**config.mk**
```make
export PLATFORM = sky130hd
export DESIGN_NAME = if_stage
export DESIGN_NICKNAME = d
export VERILOG_FILES = /design/src/rtl/rv32i_types.sv /design/src/rtl/if_static_predictor.sv /design/src/rtl/if_stage.sv
export SDC_FILE = /design/constraint.sdc
export NUM_CORES = 1
export LEC_CHECK = 0
export CORE_MARGIN = 5
export CORE_UTILIZATION = 50
export DETAILED_ROUTE_END_ITERATION = 12
export PLACE_DENSITY = 0.81
export SYNTH_ARGS = -nofsm -noshare
export SYNTH_HDL_FRONTEND = slang
export SYNTH_SLANG_ARGS = --single-unit
```
**constraint.sdc**
```tcl
create_clock -name clk -period 3.3 [get_ports clk]
set_input_delay 0.495 -clock clk [delete_from_list [all_inputs] [get_ports clk]]
set_output_delay 0.495 -clock clk [all_outputs]
set_load 0.02 [all_outputs]
```
**src/rtl/rv32i_types.sv**
```systemverilog
// Shared RV32I core types: opcodes, the IF/ID pipeline payload and the fetch FSM states.
package rv32i_types;

   typedef enum logic [6:0] {
      op_b_lui   = 7'b0110111,
      op_b_auipc = 7'b0010111,
      op_b_jal   = 7'b1101111,
      op_b_jalr  = 7'b1100111,
      op_b_br    = 7'b1100011,
      op_b_load  = 7'b0000011,
      op_b_store = 7'b0100011,
      op_b_imm   = 7'b0010011,
      op_b_reg   = 7'b0110011
   } rv32i_opcode;

   typedef struct packed {
      logic [31:0] pc;
      logic        branch_pred;
      logic [31:0] predicted_pc;
      logic        monitor_valid;
      logic [63:0] monitor_order;
      logic [31:0] monitor_pc_rdata;
      logic [31:0] monitor_pc_wdata;
   } if_id_reg_t;

   typedef enum logic [1:0] {
      S_ISSUE,
      S_WAIT,
      S_HOLD,
      S_DROP
   } fetch_state_t;

   localparam logic [3:0] RMASK_WORD = 4'hF;

   function automatic logic [31:0] word_align(input logic [31:0] a);
      return {a[31:2], 2'b00};
   endfunction

endpackage

```
**src/rtl/if_static_predictor.sv**
```systemverilog
// Combinational next-PC predictor for the fetch stage.
// IF_STATIC_PRED_EN defined: conditional branches with a negative offset are
// predicted taken (backward loops); everything else falls through to pc + 4.
module if_static_predictor
   import rv32i_types::*;
(
   input  logic [31:0] pc,
   input  logic [31:0] inst,
   output logic        branch_pred,
   output logic [31:0] predicted_pc
);

`ifdef IF_STATIC_PRED_EN
   logic [31:0] b_imm;
   logic        is_br;

   // Backward-taken decision from the B-type immediate sign bit
   always_comb begin
      b_imm = {{20{inst[31]}}, inst[7], inst[30:25], inst[11:8], 1'b0};
      is_br = (inst[6:0] == op_b_br);
      if (is_br && inst[31]) begin
         branch_pred  = 1'b1;
         predicted_pc = pc + b_imm;
      end else begin
         branch_pred  = 1'b0;
         predicted_pc = pc + 32'd4;
      end
   end
`else
   logic unused_inst;
   assign unused_inst = ^inst;

   // Always fall through
   always_comb begin
      branch_pred  = 1'b0;
      predicted_pc = pc + 32'd4;
   end
`endif

endmodule

```
**src/rtl/if_stage.sv**
```systemverilog
// Instruction fetch stage: owns the PC, keeps at most one imem read in flight,
// buffers one instruction across decode stalls and squashes fetches on redirect.
// Static backward-taken prediction is enabled by defining IF_STATIC_PRED_EN.
//
// state   | meaning
// S_ISSUE | no request outstanding; issue at pc (or redirect_pc)
// S_WAIT  | one request outstanding, its response is wanted
// S_HOLD  | decode stalled; instruction held locally, nothing outstanding
// S_DROP  | one request outstanding, its response is stale and will be dropped
module if_stage
   import rv32i_types::*;
#(
   parameter logic [31:0] RESET_PC = 32'h1eceb000
) (
   input  logic        clk,
   input  logic        rst,
   input  logic        stall,
   input  logic        redirect,
   input  logic [31:0] redirect_pc,
   output logic [31:0] imem_addr,
   output logic [3:0]  imem_rmask,
   input  logic [31:0] imem_rdata,
   input  logic        imem_resp,
   output logic [31:0] inst,
   output logic        if_id_valid,
   output if_id_reg_t  if_id_reg
);

   fetch_state_t state_q, state_d;
   logic [31:0]  pc_q, pc_d;
   logic [63:0]  order_q, order_d;
   logic [31:0]  hold_inst_q, hold_inst_d;
   logic [31:0]  hold_pc_q, hold_pc_d;
   logic [31:0]  hold_ppc_q, hold_ppc_d;
   logic         hold_bp_q, hold_bp_d;

   logic [31:0]  redir_al;
   logic         pred_bp;
   logic [31:0]  pred_pc;
   logic         issue;
   logic [31:0]  issue_addr;
   logic         accept;
   logic [31:0]  cur_pc;
   logic [31:0]  cur_ppc;
   logic         cur_bp;

   assign redir_al = word_align(redirect_pc);

   // The predictor only ever sees the live response; held words carry their prediction
   if_static_predictor u_pred (
      .pc           (pc_q),
      .inst         (imem_rdata),
      .branch_pred  (pred_bp),
      .predicted_pc (pred_pc)
   );

   // State and datapath registers with synchronous reset
   always_ff @(posedge clk) begin
      if (rst) begin
         state_q     <= S_ISSUE;
         pc_q        <= RESET_PC;
         order_q     <= 64'd0;
         hold_inst_q <= 32'd0;
         hold_pc_q   <= 32'd0;
         hold_ppc_q  <= 32'd0;
         hold_bp_q   <= 1'b0;
      end else begin
         state_q     <= state_d;
         pc_q        <= pc_d;
         order_q     <= order_d;
         hold_inst_q <= hold_inst_d;
         hold_pc_q   <= hold_pc_d;
         hold_ppc_q  <= hold_ppc_d;
         hold_bp_q   <= hold_bp_d;
      end
   end

   // Next state, next pc, hold capture and retire counter
   always_comb begin
      state_d     = state_q;
      pc_d        = pc_q;
      order_d     = accept ? order_q + 64'd1 : order_q;
      hold_inst_d = hold_inst_q;
      hold_pc_d   = hold_pc_q;
      hold_ppc_d  = hold_ppc_q;
      hold_bp_d   = hold_bp_q;
      case (state_q)
         S_ISSUE: begin
            pc_d    = issue_addr;
            state_d = S_WAIT;
         end
         S_WAIT: begin
            if (redirect) begin
               pc_d    = redir_al;
               state_d = imem_resp ? S_WAIT : S_DROP;
            end else if (imem_resp) begin
               if (stall) begin
                  hold_inst_d = imem_rdata;
                  hold_pc_d   = pc_q;
                  hold_ppc_d  = pred_pc;
                  hold_bp_d   = pred_bp;
                  state_d     = S_HOLD;
               end else begin
                  pc_d = pred_pc;
               end
            end
         end
         S_HOLD: begin
            if (redirect) begin
               pc_d    = redir_al;
               state_d = S_WAIT;
            end else if (!stall) begin
               pc_d    = hold_ppc_q;
               state_d = S_WAIT;
            end
         end
         S_DROP: begin
            if (redirect) pc_d = redir_al;
            if (imem_resp) state_d = S_ISSUE;
         end
         default: state_d = S_ISSUE;
      endcase
   end

   // Request issue and IF/ID presentation; redirect kills valid, reset kills everything
   always_comb begin
      issue       = 1'b0;
      issue_addr  = pc_q;
      if_id_valid = 1'b0;
      inst        = imem_rdata;
      cur_pc      = pc_q;
      cur_ppc     = pred_pc;
      cur_bp      = pred_bp;
      if (!rst) begin
         case (state_q)
            S_ISSUE: begin
               issue      = 1'b1;
               issue_addr = redirect ? redir_al : pc_q;
            end
            S_WAIT: begin
               if (redirect) begin
                  if (imem_resp) begin
                     issue      = 1'b1;
                     issue_addr = redir_al;
                  end
               end else if (imem_resp) begin
                  if_id_valid = 1'b1;
                  if (!stall) begin
                     issue      = 1'b1;
                     issue_addr = pred_pc;
                  end
               end
            end
            S_HOLD: begin
               inst    = hold_inst_q;
               cur_pc  = hold_pc_q;
               cur_ppc = hold_ppc_q;
               cur_bp  = hold_bp_q;
               if (redirect) begin
                  issue      = 1'b1;
                  issue_addr = redir_al;
               end else begin
                  if_id_valid = 1'b1;
                  if (!stall) begin
                     issue      = 1'b1;
                     issue_addr = hold_ppc_q;
                  end
               end
            end
            default: ;
         endcase
      end
      accept                     = if_id_valid & ~stall;
      imem_addr                  = issue ? issue_addr : pc_q;
      imem_rmask                 = issue ? RMASK_WORD : 4'h0;
      if_id_reg.pc               = cur_pc;
      if_id_reg.branch_pred      = cur_bp;
      if_id_reg.predicted_pc     = cur_ppc;
      if_id_reg.monitor_valid    = if_id_valid;
      if_id_reg.monitor_order    = order_q;
      if_id_reg.monitor_pc_rdata = cur_pc;
      if_id_reg.monitor_pc_wdata = cur_ppc;
   end

endmodule

```
# --- Word-level counts from Yosys, hierarchy flattened ---
# Index checks and enable logic that the tools add are counted.
# Widths: inputs -> output; s select.
word_totals:
  ff_bits: 194
  inputBits: 69
  elab_cells: 59
op_classes:
  addsub: 2
  n_eq_ne: 7
  mux: 38
  bitwise: 3
  reduce_logical: 3
ops:
  columns: ["operator", "count"]
  rows:
  - ["$mux 32", 16]
  - ["$pmux 32 s4", 1]
  - ["$pmux 32 s3", 1]
  - ["$add 64x1->64 const B", 1]
  - ["$add 32x3->32 const B", 1]
  - ["$mux 2", 7]
  - ["$mux 1", 9]
  - ["$ne 3x3->1 const B", 3]
  - ["$pmux 2 s4", 1]
  - ["$reduce_and 4->1", 2]
  - ["$eq 2x2->1 const B", 2]
  - ["$mux 4", 1]
  - ["$pmux 1 s3", 1]
  - ["$eq 2x1->1 const B", 1]
  - ["$logic_not 2->1", 1]
  - ["$ne 2x2->1 const B", 1]
  - ["$not 1->1", 2]
  - ["$pmux 1 s2", 1]
  - ["$and 1x1->1", 1]

# --- Longest topological paths before layout ---
logic_depth:
  word_depth: 7
  mapped_depth: 11

# --- Cells and area by module ---
# From an unflattened synthesis, not the netlist that was laid out.
hier_totals:
  cells_unflattened: 1762
  area_unflattened_um2: 13598.0
modules_own_cells:
  columns: ["module", "n_inst", "cells_per_inst", "area_per_inst_um2"]
  rows:
  - ["if_stage", 1, 1683, 13010.0]
  - ["if_static_predictor", 1, 79, 588.1]

# --- Worst setup path before layout ---
# No wires, ideal clock.
synth_path:
  kind: "input to output"
  startpoint: "input redirect"
  endpoint: "output imem_addr[18]"
  arrival_time_ns: 2.514
  path_slack_ns: 0.291
  cell_stages: 9
  n_path_buf: 5
  cell_sequence: "buf_2 > buf_1 > buf_2 > clkbuf_1 > clkbuf_1 > nor2_1 > nand2_1 > o31ai_1 > o31ai_1"
synth_between:
  elab_chain_len: 4
synth_rtl:
  columns: ["element", "line_no", "text"]
  rows:
  - ["start: declaration", "if_stage.sv:18", "input logic redirect,"]
  - ["$mux 32, or another cell as far along", "if_stage.sv:159", "if (redirect) begin"]
  - ["$pmux 32 s3 or $pmux 1 s3 (tied branches)", "if_stage.sv:135", "case (state_q)"]
  - ["$mux 32 or $mux 1 (tied branches)", "if_stage.sv:134", "if (!rst) begin"]
  - ["$mux 32 *", "if_stage.sv:174", "imem_addr = issue ? issue_addr : pc_q;"]
  - ["end: declaration", "if_stage.sv:20", "output logic [31:0] imem_addr,"]
# Mark *: on every way between the ends. The rest lies on a longest branch, timed or not.

# --- Final worst setup path ---
layout_path:
  startpoint: "register pc_q[3]"
  endpoint: "output imem_addr[31]"
layout_between:
  elab_chain_len: 7
layout_rtl:
  columns: ["element", "line_no", "text"]
  rows:
  - ["start: declaration", "if_stage.sv:30", "logic [31:0] pc_q, pc_d;"]
  - ["start signal: assignment", "if_stage.sv:69", "pc_q <= pc_d;"]
  - ["$add 32x3->32", "if_static_predictor.sv:36", "predicted_pc = pc + 32'd4;"]
  - ["$mux 32", null, null]
  - ["$mux 32", "if_stage.sv:146", "end else if (imem_resp) begin"]
  - ["$mux 32", "if_stage.sv:141", "if (redirect) begin"]
  - ["$pmux 32 s3", "if_stage.sv:135", null]
  - ["$mux 32", "if_stage.sv:134", null]
  - ["$mux 32", "if_stage.sv:174", null]
# No other way between the ends.

==> qor.tcl <==
set qor(rsz_0062_raised_after_global_routing) {true}
set qor(worst_slew_pin_slew_ns) 0.853
set qor(area_growth_pct) 38.3
set qor(synth-async-reset-ratio_pct) 0
set qor(timing.final.hold_violations) 0
set qor(die_x_um) 174
set qor(hold_path_class) {primary input to register}
set qor(netSwitchingPower_mw) 3.54
set qor(layout-drive-gt1-share_pct) 19.5
set qor(cts_sinks) 192
set qor(synth-edff-count) 0
set qor(detail_route.vias_per_cell) 6.13
set qor(yosys.cell_count.top_type) {nand2_1}
set qor(netlist_area_um2) 13500
set qor(floorplan.die_area_um2) 30300
set qor(p_total_mw) 8.73
set qor(placed_cell_area_um2) 17500
set qor(worst_slew_margin_rel_pct) 43.2
set qor(num_io_pins) 332
set qor(cell_taking_the_most_area_after_synthesis) {dfxtp_1}
set qor(highest_net_fanout_along_the_worst_path) 10
set qor(wl_um) 53300
set qor(clock_tree.root_cell) {clkbuf_16}
set qor(fmaxAchievable_mhz) 293
set qor(intPower_mw) 5.20
set qor(fillerInstances) 2242
set qor(power.clock.fraction_pct) 27.2
set qor(final.setup_skew_ns) 0.0223
set qor(path_class) {register to output port}
set qor(drc_errors) 0
set qor(startpoint_type) {register}
set qor(gp_routability_congestion) 1.02
set qor(antenna_found_initial) 1
set qor(mean_area_per_synthesized_cell_um2) 7.31
set qor(synthFlopType) {dfxtp_1}
set qor(ctsLongestPathBuffers) 2
set qor(synth.ff_latch_count) 192
set qor(setup-violations-final) 1
set qor(track_usage_pct) 32.3
set qor(static-leakage-power_nw) 7.35
set qor(yosysUniqueCellTypes) 76
set qor(run_status) {finished, violations left}
set qor(syn_inst) 1843
set qor(count_of_synthesis_stage_warnings_from_yosys) 0
set qor(clk_pin_slew_ns) 0.09
set qor(maxCapViolCount) 0
set qor(dpl_worst_slack_ns) -0.345
set qor(synthTopCellsByArea) {dfxtp_1 29%, nand2_1 8.0%, a21oi_1 7.6%, mux2_2 7.4%, nor2_1 4.5%}
set qor(synthTopCellsByCount) {288 x nand2_1, 204 x a21oi_1, 192 x dfxtp_1}
set qor(final_nets) 2243
set qor(timing.hold.ws_ns) 0.275
set qor(pwr-share-comb_pct) 43.7
set qor(failed_checks) {negative setup slack}
set qor(power_density_nw_per_um2) 469
set qor(initial_core_util_pct) 50.4
set qor(share_of_the_cycle_needed_by_the_critical_path_after_routing_pct) 103
set qor(core.rowCount) 60
set qor(report.final.slew_viol_count) 0
set qor(first_global_vias) 14700
set qor(critPathArrivalTime_ns) 2.91
set qor(postRouteAntennaNets) 0
set qor(cts_inserted_buffers) 17
set qor(vias) 15500
set qor(clkLatencyLatePin_ns) 0.45
set qor(p_sw_share_pct) 40.5
set qor(global_route_wire_length_before_repair_um) 80300
set qor(final_critical_path_setup_slack_ns) -0.108
set qor(maximum_number_of_pins_on_one_net_before_global_route_repair) 151
set qor(numPortBuffers) 328
set qor(dieHeight_um) 174
set qor(detail_route.wl_per_cell_um) 21.1
set qor(crit_path_end_kind) {output port}
set qor(yosysTopAreaCellShare_pct) 28.5
set qor(hpwl_um) 36900
set qor(drt_iter0_drcs) 1710
set qor(final_period_minus_worst_setup_slack_ns) 3.41
set qor(synth_sequential_area_ratio_pct) 28.5
set qor(seq_power_share_pct) 29.1
set qor(mappedNetlistNets) 1918
set qor(clock_tree_from_tritoncts) {done}
set qor(max-vdd-ir-drop_v) 0.000367
set qor(gr-total-overflow) 0
set qor(fin_area_um2) 18600
set qor(core_area_um2) 26700
set qor(htreeDepth) 4
set qor(crit_required_ns) 2.80
set qor(first_pass_iters) 6
cell type report:
cell class              instances  area [um^2]  share of cell area, %
multi-input cells            1399         8610                   46.2
repair buffers                537         4980                   26.8
flip-flops and latches        192         3860                   20.7
well taps                     341          427                   2.29
clock buffers                  17          425                   2.28
clock inverters                15          236                   1.27
inverters                      21         78.8                  0.423
diodes                          1         2.50                 0.0134
per-stage QoR:
stage,instances,util [%],TNS [ns]
CTS,2495,68.2,-0.219
global placement,2453,65.3,-4.41
finish,2523,69.7,-0.108
detailed placement,2453,65.3,-4.76
global route,2523,69.7,-0.226
floorplan,1843,-,0
routing by layer:
metal | GRT usage [%] | wire length (um) | vias to the layer above
met5 | 0 | 0 | -
li1 | - | - | 7115
met4 | 13.1 | 1900 | 0
met1 | 40.8 | 21000 | 7233
met3 | 8.55 | 5930 | 139
met2 | 52.7 | 24500 | 982
power by group through the flow:
stage	combinational, mW	clock (mW)	sequential, mW
after floorplan	2.24	0	2.55
after global placement	3.70	0	2.57
after detailed placement	3.73	0	2.58
after CTS	3.66	2.38	2.52
after global routing	4.03	2.49	2.55
final	3.82	2.37	2.54
worst paths after layout:
kind / from / end / slack (ns) / cells after the start
max: pc_q[3] / imem_addr[31] / -0.11 / 8
min: rst / hold_ppc_q[31] / 0.28 / 2
min reg2reg: hold_pc_q[16] / hold_pc_q[16] / 0.46 / 2
max reg2reg: pc_q[20] / pc_q[29] / 0.29 / 16
sequential cells by signal (all words and copies together) (netlist names):
name / count
order_q: 64
pc_q: 32
hold_pc_q: 32
hold_ppc_q: 30
state_q: 2
hold_inst_q: 32
logic make-up (layout without fill, tap and decap cells):
logic type      Yosys count  count (layout)  synth area share, %
simple gates            712             712                 24.6
other cells               1               2               0.0278
buf+inv                 252             590                 9.20
compound gates          467             467                 21.2
xor+xnor                 85              85                 5.53
flops                   192             192                 28.5
fa+ha+maj                 8               8                0.706
mux                     126             126                 10.2
cell usage in the layout, fill, tap and decap left out, types with 15 or more instances in the layout:
cell type / count
nand2_1: 285
clkdlybuf4s50_1: 228
a21oi_1: 200
buf_4: 189
dfxtp_1: 182
nor2_1: 160
mux2_2: 88
o21ai_0: 86
nand3_1: 53
xnor2_1: 42
dlygate4sd2_1: 41
xor2_1: 40
mux2i_1: 38
nand4_1: 36
a211oi_1: 29
nand2b_1: 28
or3_1: 27
nor3_1: 24
o211ai_1: 24
dlymetal6s2s_1: 23
clkbuf_16: 20
inv_1: 19
and3_1: 19
a221oi_1: 15
clkbuf_2: 15
critical path: stages, from the launching register on:
cell,delay (ns)
dfxtp_2,0.35
buf_6,0.14
nand4_2,0.13
or2_4,0.29
or4_4,0.49
or4_1,0.55
a211oi_2,0.22
nor3_1,0.10
buf_4,0.19
timing repair:
action,in CTS,in global routing
hold buffers,0,0
pin swaps,5,12
gates resized for setup,152,121
gates cloned,1,3
buffers inserted,9,24
endpoints found under the setup margin,152,167
(Power assumes the default switching activity.)
